==> src/rtl/compound_multicast_producer_pkg.sv <==
// Shared types for the compound multicast producer: message mode, section enum
// and bit offsets of the compound word {mode, x, y}.
package compound_multicast_types;

    typedef enum logic {
        read  = 1'b0,
        write = 1'b1
    } mode_e;

    typedef enum logic [1:0] {
        SEC_READ   = 2'd0,
        SEC_SEND   = 2'd1,
        SEC_REPORT = 2'd2
    } section_e;

    localparam int unsigned Y_BIT = 0;
    localparam int unsigned X_LSB = 1;

    function automatic int unsigned mode_bit(input int unsigned x_width);
        return x_width + 1;
    endfunction

    function automatic int unsigned cw(input int unsigned x_width);
        return x_width + 2;
    endfunction

endpackage

==> src/rtl/compound_out_slot.sv <==
// One blocking output channel: holds the derived data word and its pending bit,
// which is also the channel's registered notify.
module compound_out_slot
    import compound_multicast_types::*;
#(
    parameter  int unsigned X_WIDTH = 32,
    parameter  int unsigned CH_IDX  = 0,
    localparam int unsigned CW      = cw(X_WIDTH)
) (
    input  logic               clk,
    input  logic               rst,
    input  logic               load,
    input  mode_e              msg_mode,
    input  logic [X_WIDTH-1:0] msg_x,
    input  logic               msg_y,
    input  logic               sync,
    output logic [CW-1:0]      data,
    output logic               notify
);

    logic [CW-1:0] data_q;
    logic [CW-1:0] data_d;
    logic          pending_q;
    logic          pending_d;

    // A load always wins over a same-cycle sync; a sync on an idle slot is ignored.
    always_comb begin
        data_d    = data_q;
        pending_d = pending_q;
        if (load) begin
            data_d    = {msg_mode, msg_x + X_WIDTH'(CH_IDX), ~msg_y};
            pending_d = 1'b1;
        end else if (sync && pending_q) begin
            pending_d = 1'b0;
        end
    end

    always_ff @(posedge clk) begin
        if (rst) begin
            data_q    <= '0;
            pending_q <= 1'b0;
        end else begin
            data_q    <= data_d;
            pending_q <= pending_d;
        end
    end

    assign data   = data_q;
    assign notify = pending_q;

endmodule

==> src/rtl/compound_multicast_producer.sv <==
// Accepts one compound message and delivers derived copies to NUM_CH channels
// (unicast for read, multicast for write), then pulses a one-cycle summary.
module compound_multicast_producer
    import compound_multicast_types::*;
#(
    parameter  int unsigned NUM_CH  = 4,
    parameter  int unsigned X_WIDTH = 32,
    localparam int unsigned CH_W    = $clog2(NUM_CH),
    localparam int unsigned CW      = cw(X_WIDTH)
) (
    input  logic                       clk,
    input  logic                       rst,
    input  logic [CW-1:0]              b_in,
    input  logic                       b_in_sync,
    output logic                       b_in_notify,
    output logic [NUM_CH-1:0][CW-1:0]  b_out,
    input  logic [NUM_CH-1:0]          b_out_sync,
    output logic [NUM_CH-1:0]          b_out_notify,
    output logic [CW-1:0]              m_out,
    output logic                       m_out_notify
);

    localparam int unsigned MODE_BIT = mode_bit(X_WIDTH);
    localparam logic [X_WIDTH-1:0] MULTI_COUNT = X_WIDTH'(NUM_CH);
    localparam logic [X_WIDTH-1:0] UNI_COUNT   = X_WIDTH'(1);

    section_e           state_q;
    section_e           state_d;
    mode_e              mode_q;
    mode_e              mode_d;
    logic               b_in_notify_q;
    logic               b_in_notify_d;
    logic [CW-1:0]      m_out_q;
    logic [CW-1:0]      m_out_d;
    logic               m_out_notify_q;
    logic               m_out_notify_d;

    mode_e              in_mode;
    logic [X_WIDTH-1:0] in_x;
    logic               in_y;
    logic               in_xfer;
    logic [NUM_CH-1:0]  sel;
    logic [NUM_CH-1:0]  load;
    logic [NUM_CH-1:0]  pending;
    logic [NUM_CH-1:0]  remaining;

    assign in_mode   = mode_e'(b_in[MODE_BIT]);
    assign in_x      = b_in[X_LSB +: X_WIDTH];
    assign in_y      = b_in[Y_BIT];
    assign in_xfer   = b_in_notify_q && b_in_sync;
    assign remaining = pending & ~b_out_sync;

    // Channel mask: one-hot on the low x bits for read, every channel for write.
    always_comb begin
        sel = '0;
        if (in_mode == write) begin
            sel = '1;
        end else begin
            sel[in_x[CH_W-1:0]] = 1'b1;
        end
        load = in_xfer ? sel : '0;
    end

    for (genvar c = 0; c < NUM_CH; c++) begin : g_slot
        compound_out_slot #(
            .X_WIDTH (X_WIDTH),
            .CH_IDX  (c)
        ) u_slot (
            .clk      (clk),
            .rst      (rst),
            .load     (load[c]),
            .msg_mode (in_mode),
            .msg_x    (in_x),
            .msg_y    (in_y),
            .sync     (b_out_sync[c]),
            .data     (b_out[c]),
            .notify   (pending[c])
        );
    end

    // Section FSM; registered outputs are derived from the next section.
    always_comb begin
        state_d        = state_q;
        mode_d         = mode_q;
        m_out_d        = m_out_q;
        m_out_notify_d = 1'b0;
        case (state_q)
            SEC_READ: begin
                if (in_xfer) begin
                    mode_d  = in_mode;
                    state_d = SEC_SEND;
                end
            end
            SEC_SEND: begin
                if (remaining == '0) begin
                    state_d        = SEC_REPORT;
                    m_out_notify_d = 1'b1;
                    m_out_d        = {mode_q,
                                      (mode_q == write) ? MULTI_COUNT : UNI_COUNT,
                                      mode_q == write};
                end
            end
            SEC_REPORT: state_d = SEC_READ;
            default:    state_d = SEC_READ;
        endcase
        b_in_notify_d = (state_d == SEC_READ);
    end

    always_ff @(posedge clk) begin
        if (rst) begin
            state_q        <= SEC_READ;
            mode_q         <= read;
            b_in_notify_q  <= 1'b1;
            m_out_q        <= '0;
            m_out_notify_q <= 1'b0;
        end else begin
            state_q        <= state_d;
            mode_q         <= mode_d;
            b_in_notify_q  <= b_in_notify_d;
            m_out_q        <= m_out_d;
            m_out_notify_q <= m_out_notify_d;
        end
    end

    assign b_in_notify  = b_in_notify_q;
    assign b_out_notify = pending;
    assign m_out        = m_out_q;
    assign m_out_notify = m_out_notify_q;

endmodule

==> config.mk <==
export PLATFORM = sky130hd
export DESIGN_NAME = compound_multicast_producer
export DESIGN_NICKNAME = d
export VERILOG_FILES = /design/src/rtl/compound_multicast_producer_pkg.sv /design/src/rtl/compound_out_slot.sv /design/src/rtl/compound_multicast_producer.sv
export SDC_FILE = /design/constraint.sdc
export NUM_CORES = 1
export LEC_CHECK = 0
export ABC_AREA = 1
export BUFFER_PORTS_ARGS = -buffer_cell sky130_fd_sc_hd__buf_2
export CAP_MARGIN = 25
export CORE_ASPECT_RATIO = 0.7
export CORE_MARGIN = 1
export CORE_UTILIZATION = 42
export CTS_CLUSTER_SIZE = 12
export DETAILED_ROUTE_END_ITERATION = 8
export GPL_TIMING_DRIVEN = 0
export HOLD_SLACK_MARGIN = 0.12
export PLACE_DENSITY = 0.67
export SYNTH_ARGS = -nofsm -noshare
export SYNTH_HDL_FRONTEND = slang
export SYNTH_SLANG_ARGS = --single-unit
==> constraint.sdc <==
create_clock -name clk -period 2.4 [get_ports clk]
set_clock_uncertainty 0.1 [all_clocks]
set_input_delay 0.48 -clock clk [delete_from_list [all_inputs] [get_ports clk]]
set_output_delay 0.48 -clock clk [all_outputs]
set_load 0.005 [all_outputs]
; ---- Word level (Yosys, flattened, before mapping)
; Cells that the tools add are included.
[word_totals]
reg_bits = 179
input_bits = 41
out_inout_bits = 176
[classes]
addsub = 3
n_lt_le_gt_ge = 2
n_eq_ne = 1
muxes = 17
bitwise = 4
reduce_logical = 16
[op_table]
columns = cell, n
row1 = $add A32 B2 Y32 const B, 2
row2 = $add A32 B1 Y32 const B, 1
row3 = $mux W1, 10
row4 = $mux W4, 2
row5 = $reduce_bool A2 Y1, 4
row6 = $logic_and A1 B1 Y1, 6
row7 = $and A4 B4 Y4, 1
row8 = $logic_not A2 Y1, 2
row9 = $logic_not A4 Y1, 1
row10 = $mux W2, 2
row11 = $not A4 Y4, 1
row12 = $pmux W2 S2, 1
row13 = $reduce_and A2 Y1, 2
row14 = $lt A2 B3 Y1 const B, 1
row15 = $mux W3, 1
row16 = $demux W1 S2, 1
row17 = $eq A2 B1 Y1 const B, 1
row18 = $ge A2 B1 Y1 const B, 1
row19 = $not A1 Y1, 2
row20 = $reduce_or A2 Y1, 1

; ---- Longest topological paths before layout
; Gate-level depths: netlist of run 1.
[depth]
ltp_word = 7
ltp_mapped = 11

; ---- Cells and area by module
; Synthesis of run 1 repeated with hierarchy kept, for this count alone.
[unflattened]
hier_cells = 1378
hier_area_um2 = 8633.3
[modules_own_cells]
columns = mod, n_inst, cells_each, area_per_inst_um2, seq_area_each_um2
row1 = compound_out_slot at g_slot[1].u_slot, 1, 380, 2302.2, 700.7
row2 = compound_out_slot at g_slot[3].u_slot, 1, 389, 2235.9, 700.7
row3 = compound_out_slot at g_slot[2].u_slot, 1, 372, 2213.4, 700.7
row4 = compound_out_slot at g_slot[0].u_slot, 1, 153, 1280.0, 700.7
row5 = compound_multicast_producer, 1, 84, 601.8, 140.1

; ---- Least setup slack after synthesis of run 1
; OpenSTA, ideal clock, no wires.
[synth_timing]
path_type = in2reg
start = input port b_in[2]
end = register g_slot[0].u_slot.data_q[13]
t_arrival_ns = 1.631
required_ns = 2.162
slack_ns = 0.532
cell_stages = 6
path_buffers = 1
path_cell_list = inv_1 ha_1 o21ai_1 inv_2 clkbuf_1 a211oi_1
[synth_via]
elab_chain_len = 6
elab_cells_between_ends = 7
classes_between = 2 x order compare / 4 x mux / 1 x reduce/logical
[synth_lines]
columns = element, line
row1 = from (decl), compound_multicast_producer.sv:13  ; input logic [CW-1:0] b_in,
row2 = $lt A2 B3 Y1 (implied by the code) or $ge A2 B1 Y1 (tied branches), compound_multicast_producer.sv:59  ; sel[in_x[CH_W-1:0]] = 1'b1;
row3 = $logic_and A1 B1 Y1 (implied by the code), compound_multicast_producer.sv:59
row4 = $mux W1 (implied by the code), compound_multicast_producer.sv:59
row5 = $demux W1 S2 *, compound_multicast_producer.sv:59
row6 = $mux W4 *, compound_multicast_producer.sv:56  ; if (in_mode == write) begin
row7 = $mux W4 *, compound_multicast_producer.sv:61  ; load = in_xfer ? sel : '0;
row8 = to (signal assigned), compound_out_slot.sv:43  ; data_q <= data_d;
row9 = to (decl), compound_out_slot.sv:21  ; logic [CW-1:0] data_q;
; Every way passes the cells marked *; elsewhere a longest branch is shown, timed or not.
; A chain may end at the register's enable or synchronous reset.

; ---- Final worst setup path of run 1
[layout_timing]
start = input port b_in[2]
end = register g_slot[0].u_slot.data_q[23]
; The elaborated chain is that of the path after synthesis.

==> results of run 1 <==
-- what timing repair did --
action | CTS | global route
resized for setup | 0 | 6
hold buffers | 0 | 0
endpoints found under the setup margin | 0 | 28
-- cells by family (layout without fill, tap and decap cells) --
kind of cell    count (synthesis)  after routing  synth area share
xor+xnor                       33             33           0.03805
simple gates                  572            572            0.3306
fa+ha+maj                       6              6          0.009883
other cells                     1             31         0.0004937
buf+inv                       206            421            0.1221
flops                         147            147            0.3874
compound gates                152            152            0.1115
-- power by group through the flow --
stage	registers, mW	clock network [mW]	logic (mW)
global route	2.78	2.93	1.27
detailed placement	2.81	0	1.12
finish	2.76	2.80	1.15
global placement	2.81	0	1.11
floorplan	2.82	0	0.617
CTS	2.76	2.82	1.13
-- path summary, 6_finish.rpt --
kind                                             start                                     end  slack [ns]  cells after the start
worst max register to register  b_in_notify$_SDFF_PP1_  g_slot[2].u_slot.data[30]$_SDFFE_PP0P_        0.23                      8
worst min register to register   m_out[1]$_SDFFE_PP0P_                   m_out[1]$_SDFFE_PP0P_        0.36                      2
worst max-delay path                           b_in[2]  g_slot[0].u_slot.data[23]$_SDFFE_PP0P_       0.003                      7
worst min-delay path                           b_in[0]   g_slot[0].u_slot.data[0]$_SDFFE_PP0P_        0.20                      2
-- critical path, stage by stage --
cell	delay [ns]
sky130_fd_sc_hd__buf_2	0.17
sky130_fd_sc_hd__inv_1	0.29
sky130_fd_sc_hd__ha_1	0.50
sky130_fd_sc_hd__o21ai_2	0.20
sky130_fd_sc_hd__inv_2	0.22
sky130_fd_sc_hd__clkbuf_1	0.53
sky130_fd_sc_hd__a211oi_1	0.16
-- state kept, by name, indices dropped and copies added, names as in the netlist --
register / count
m_out: 2
b_in_notify: 1
mode_q: 1
g_slot.u_slot.data: 136
m_out_notify: 1
state_q: 2
g_slot.u_slot.notify: 4
-- synth_stat cells, types with 6 or more instances --
cell type / instances / area [µm²]
sky130_fd_sc_hd__a211oi_1: 30 / 225.2
sky130_fd_sc_hd__a21oi_1: 52 / 260.3
sky130_fd_sc_hd__buf_2: 15 / 75.07
sky130_fd_sc_hd__buf_4: 36 / 270.3
sky130_fd_sc_hd__clkbuf_1: 26 / 97.59
sky130_fd_sc_hd__dfxtp_1: 147 / 2943
sky130_fd_sc_hd__ha_1: 6 / 75.07
sky130_fd_sc_hd__inv_1: 122 / 457.9
sky130_fd_sc_hd__nand2_1: 215 / 807.0
sky130_fd_sc_hd__nand2_2: 11 / 68.82
sky130_fd_sc_hd__nand3_1: 87 / 435.4
sky130_fd_sc_hd__nor2_1: 216 / 810.8
sky130_fd_sc_hd__nor2_2: 18 / 112.6
sky130_fd_sc_hd__nor2_4: 14 / 157.7
sky130_fd_sc_hd__o21ai_0: 62 / 310.3
sky130_fd_sc_hd__xnor2_1: 8 / 70.07
sky130_fd_sc_hd__xor2_1: 25 / 219.0
-- per-layer routing --
layer,global-route usage,vias up,part of all wire
met2,0.4136,338,0.39
met3,0.07715,39,0.099
met5,0,-,0.00091
met4,0.08910,4,0.017
met1,0.4357,3598,0.49
li1,-,3902,-
-- cell type report --
cell class	count	share of cell area
clock inverter	10	0.01536
antenna	1	0.0002626
buffer	78	0.04714
clock buffer	22	0.04871
inverter	128	0.05042
tap	231	0.03033
timing repair buffer	183	0.09611
multi-input combinational	793	0.4028
sequential	147	0.3088
-- per-stage QoR --
| stage | total power [mW] | std cells |
|---|---|---|
| floorplan | 3.436 | 1146 |
| global placement | 3.922 | 1560 |
| detailed placement | 3.937 | 1560 |
| CTS | 6.710 | 1592 |
| global route | 6.981 | 1592 |
| finish | 6.720 | 1593 |
==> flow_summary_export.csv, run 1 <==
group,metric,value,unit
outcome,run_status,"finished clean",
cts,clockRootBuffer,"sky130_fd_sc_hd__clkbuf_16",
timing,final-max-slew-violation-count,0,
timing,worstMarginPinSlew,0.8643,ns
timing,clock.fmax,417.2,MHz
power,pwr-share-comb,0.171,
route,antenna_violating_nets_post_route,0,
route,initialDrtViolationCount,820,
power,power_density,705.2,mW/mm²
finish,fillers,1745,
timing,min_period_over_period,0.9988,
run,maxCapViolCount,0,
timing,finalWorstSetupSlack,0.002896,ns
timing,timing.final.hold_violations,0,
worst_setup_path,worst-endpoint-arrival,2.58,ns
timing,hold_ws,0.2048,ns
die,die_h,114.5,µm
worst_hold_path,worst_hold_path_type,"input port to flip-flop",
finish,final_cell_mix,"sky130_fd_sc_hd__nor2_1, sky130_fd_sc_hd__nand2_1, sky130_fd_sc_hd__buf_2",
global_routing,grtUsageTotal,0.2955,
timing,setup_viol,0,
global_routing,grt_pass1_vias,6924,
cts,worst_setup_hold_path_clk_slew,0.06,ns
worst_setup_path,timing.critical_path.to_type,"flip-flop",
logic_synthesis,syn-cell-area,0.007596,mm²
route,vias_per_cell,4.947,
worst_setup_path,critPathMaxFanout,10,
logic_synthesis,synth-edff-count,0,
cts,count_of_clock_tree_sinks,147,
die,core,0.01742,mm²
power,switchingPower,1.940,mW
cts,tritoncts,"yes",
finish,finish.net_count,1395,
logic_synthesis,synth_sequential_area_ratio,0.3874,
logic_synthesis,synth_cell_type_count,30,
finish,syn2layout_area_growth,25.45,%
worst_setup_path,required,2.58,ns
timing,maxSlewHeadroom,0.4238,
route,remaining_drc_errors,0,
cts,cts_setup_buffers,0,
place,detailed_place.area,0.008910,mm²
finish,multi_input_area,0.003839,mm²
die,placementRows,40,
logic_synthesis,ys.flop_type,"sky130_fd_sc_hd__dfxtp_1",
route,drt_wl_total,27430,µm
cts,clock_latency_late_sink,0.43,ns
logic_synthesis,yosysWarnings,0,
global_routing,globalRoute.totalOverflow,0,
die,io_pins,217,
cts,ctsLongestPathBuffers,2,
worst_setup_path,cp-start-kind,"input port",
die,die_area,0.01864,mm²
finish,stdcell_area,0.009529,mm²
worst_setup_path,path_class,"input port to flip-flop",
global_routing,grt_max_degree,17,
timing,final.min_clock_period,2.397,ns
route,drt-wirelength-per-cell,17.22,µm
timing,grt_setup_unrepaired,"no",
power,p_leak,4.979,nW
global_routing,grt_first_pass_wirelength,40450,µm
place,io_buffer_count,183,
logic_synthesis,synth.avg_cell_area,6.800,µm²
cts,cts-buffers-inserted,17,
route,firstDrtPassIters,5,
cts,htreeDepth,4,
global_routing,antenna_found_initial,2,
finish,layout.cells.most_common,"sky130_fd_sc_hd__nor2_1",
power,proportion_of_power_drawn_by_the_clock_network,0.417,
finish,layout.area.seq,0.002943,mm²
finish,drive_gt1_frac,0.2388,
die,floorplan.die.width,162.7,µm
finish,final_util,0.5471,
power,cell_internal_pwr,4.779,mW
power,irDropWorstVdd,0.3989,mV
place,detailedPlacementHpwl,21330,µm
timing,totalNegativeSetupSlack,0,ns
die,start_util,0.4361,
logic_synthesis,ys_seq_elements,147,
place,dpl_worst_slack,-0.4165,ns
logic_synthesis,syn_inst,1117,
place,finalWeightedCongestion,0.9258,
logic_synthesis,postSynth.asyncResetShare,0,
route,route.vias.total,7881,
power,sw_frac_of_total,0.2888,
power,p_seq_frac,0.411,
(Power assumes the default switching activity.)
==> run 2, diff against run 1 <==
--- a/config.mk
+++ b/config.mk
@@ -6,16 +6,15 @@
 export NUM_CORES = 1
 export LEC_CHECK = 0
 export ABC_AREA = 1
-export BUFFER_PORTS_ARGS = -buffer_cell sky130_fd_sc_hd__buf_2
 export CAP_MARGIN = 25
-export CORE_ASPECT_RATIO = 0.7
+export CORE_ASPECT_RATIO = 0.75
 export CORE_MARGIN = 1
 export CORE_UTILIZATION = 42
 export CTS_CLUSTER_SIZE = 12
 export DETAILED_ROUTE_END_ITERATION = 8
+export DONT_BUFFER_PORTS = 1
 export GPL_TIMING_DRIVEN = 0
 export HOLD_SLACK_MARGIN = 0.12
-export PLACE_DENSITY = 0.67
 export SYNTH_ARGS = -nofsm -noshare
 export SYNTH_HDL_FRONTEND = slang
 export SYNTH_SLANG_ARGS = --single-unit
==> constraint.sdc (replaced) <==
create_clock -name clk -period 2.3 [get_ports clk]
set_clock_uncertainty 0.1 [all_clocks]
set_input_delay 0.46 -clock clk [delete_from_list [all_inputs] [get_ports clk]]
set_output_delay 0.46 -clock clk [all_outputs]
set_load 0.005 [all_outputs]
==> flow_summary_export.csv, run 2 (synthesized netlist as in run 1, its figures left out) <==
group,metric,value,unit
die,die_h,118.5,µm
timing,final-max-slew-violation-count,0,
die,io_pins,217,
run,maxCapViolCount,0,
worst_setup_path,path_class,"flip-flop to flip-flop",
cts,clock_latency_late_sink,0.43,ns
route,antenna_violating_nets_post_route,0,
die,core,0.01766,mm²
route,remaining_drc_errors,0,
place,finalWeightedCongestion,0.9393,
global_routing,grt_max_degree,17,
timing,min_period_over_period,0.9356,
worst_setup_path,timing.critical_path.cells,"nand2_1, inv_1, o21ai_2, clkinv_1, clkbuf_1, nand3_1, nand2_1, inv_1",
cts,cts_setup_buffers,0,
worst_setup_path,worst-endpoint-arrival,2.38,ns
cts,cts-buffers-inserted,17,
worst_setup_path,timing.critical_path.to_type,"flip-flop",
finish,fillers,1843,
finish,layout.cells.most_common,"sky130_fd_sc_hd__nor2_1",
route,initialDrtViolationCount,640,
place,dp_cells,1388,
die,placementRows,42,
worst_setup_path,critPathMaxStageDelay,0.52,ns
finish,largest_reg_flops,136,
cts,count_of_clock_tree_sinks,147,
timing,setup_viol,0,
place,detailed_place.area,0.008008,mm²
place,detailedPlacementHpwl,20570,µm
timing,maxSlewHeadroom,0.4148,
timing,timing.final.hold_violations,0,
worst_setup_path,required,2.53,ns
finish,final_util,0.4960,
worst_hold_path,worst_hold_path_type,"input port to flip-flop",
place,io_buffer_count,0,
finish,finish.net_count,1222,
power,irDropWorstVdd,0.4498,mV
die,floorplan.die.width,157.3,µm
power,total_power,6.909,mW
worst_setup_path,critPathMaxFanout,10,
die,die_area,0.01863,mm²
timing,clock.fmax,464.7,MHz
route,drt-wirelength-per-cell,18.59,µm
finish,final_cells,1430,
global_routing,antenna_found_initial,0,
finish,insertedDiodeCount,0,
finish,final_cell_mix,"sky130_fd_sc_hd__nor2_1, sky130_fd_sc_hd__nand2_1, sky130_fd_sc_hd__dfxtp_1",
timing,final.min_clock_period,2.152,ns
cts,clockRootBuffer,"sky130_fd_sc_hd__clkbuf_16",
timing,totalNegativeSetupSlack,0,ns
route,vias_per_cell,4.986,
global_routing,grt_pass1_vias,6566,
route,met2WireLength,10710,µm
route,wl_met3,3312,µm
route,route.vias.total,7130,
global_routing,globalRoute.totalOverflow,0,
power,power_density,788.9,mW/mm²
global_routing,grtUsageTotal,0.2938,
timing,hold_ws,0.1206,ns
timing,worstMarginPinSlew,0.8778,ns
worst_setup_path,cp-start-kind,"flip-flop",
timing,finalWorstSetupSlack,0.1482,ns
finish,drive_gt1_frac,0.1212,
route,met1Wirelength,12290,µm
cts,worst_setup_hold_path_clk_slew,0.06,ns
power,p_leak,4.159,nW
worst_setup_path,slowest_stage,"sky130_fd_sc_hd__clkbuf_1",
cts,ctsLongestPathBuffers,2,
finish,stdcell_area,0.008757,mm²
route,top_layer,"met4",
cts,tritoncts,"yes",
route,drt_wl_total,26580,µm
route,firstDrtPassIters,6,
cts,htreeDepth,4,
outcome,run_status,"finished clean",
timing,grt_setup_unrepaired,"no",
place,dpl_worst_slack,-0.2108,ns
finish,syn2layout_area_growth,15.29,%
global_routing,grt_first_pass_wirelength,39850,µm
die,start_util,0.4302,
## run 2: cell count changes in the layout (fill, tap and decap cells not counted), sizes merged
cell	previous run	this run
clkbuf	48	47
diode	1	0
buf	235	52
clkinvlp	1	0
bufinv	3	4
dlygate4sd3	0	10
inv	131	129
clkinv	3	6
## run 2: path summary, 6_finish.rpt
path         cells after the start                                endpoint                                 start  slack [ns]
min reg2reg                      2    g_slot[2].u_slot.notify$_SDFFE_PP0P_  g_slot[2].u_slot.notify$_SDFFE_PP0P_        0.39
max reg2reg                      8  g_slot[1].u_slot.data[14]$_SDFFE_PP0P_                b_in_notify$_SDFF_PP1_        0.15
min                              3    g_slot[3].u_slot.notify$_SDFFE_PP0P_                         b_out_sync[3]        0.12
max                              8  g_slot[1].u_slot.data[14]$_SDFFE_PP0P_                b_in_notify$_SDFF_PP1_        0.15
## run 2: timing repair
item	4_1_cts	5_1_grt
hold buffers	10	0
endpoints found under the setup margin	1	5
pin swaps	0	0
resized for setup	1	6
hold endpoints to repair	17	0
## run 2: final cells by class
| class | instances | area, µm² | area share |
|---|---|---|---|
| sequential | 147 | 2943 | 0.3360 |
| multi-input combinational | 793 | 3835 | 0.4379 |
| clock buffer | 21 | 470.5 | 0.05372 |
| clock inverter | 11 | 173.9 | 0.01986 |
| tap | 242 | 302.8 | 0.03458 |
| buffer | 78 | 451.7 | 0.05158 |
| timing repair buffer | 10 | 100.1 | 0.01143 |
| inverter | 128 | 480.5 | 0.05486 |
## run 2: critical path: cells and delay by family (launching register included)
family	cells	cell delay, ns
DFF	1	0.35
AOI/OAI and AO/OA	1	0.18
buffers and inverters	4	0.89
and+or+nand+nor	3	0.51
## run 2: per-layer routing
layer | up-vias | GRT usage
li1 | 3562 | -
met1 | 3219 | 0.4114
met2 | 325 | 0.4104
met3 | 24 | 0.1309
met4 | 0 | 0.06007
met5 | - | 0
## run 2: power breakdown
part / internal, mW / total [mW] / switching (mW)
Clock: 1.91 / 3.07 / 1.16
Sequential: 2.77 / 2.94 / 0.175
Combinational: 0.303 / 0.896 / 0.592
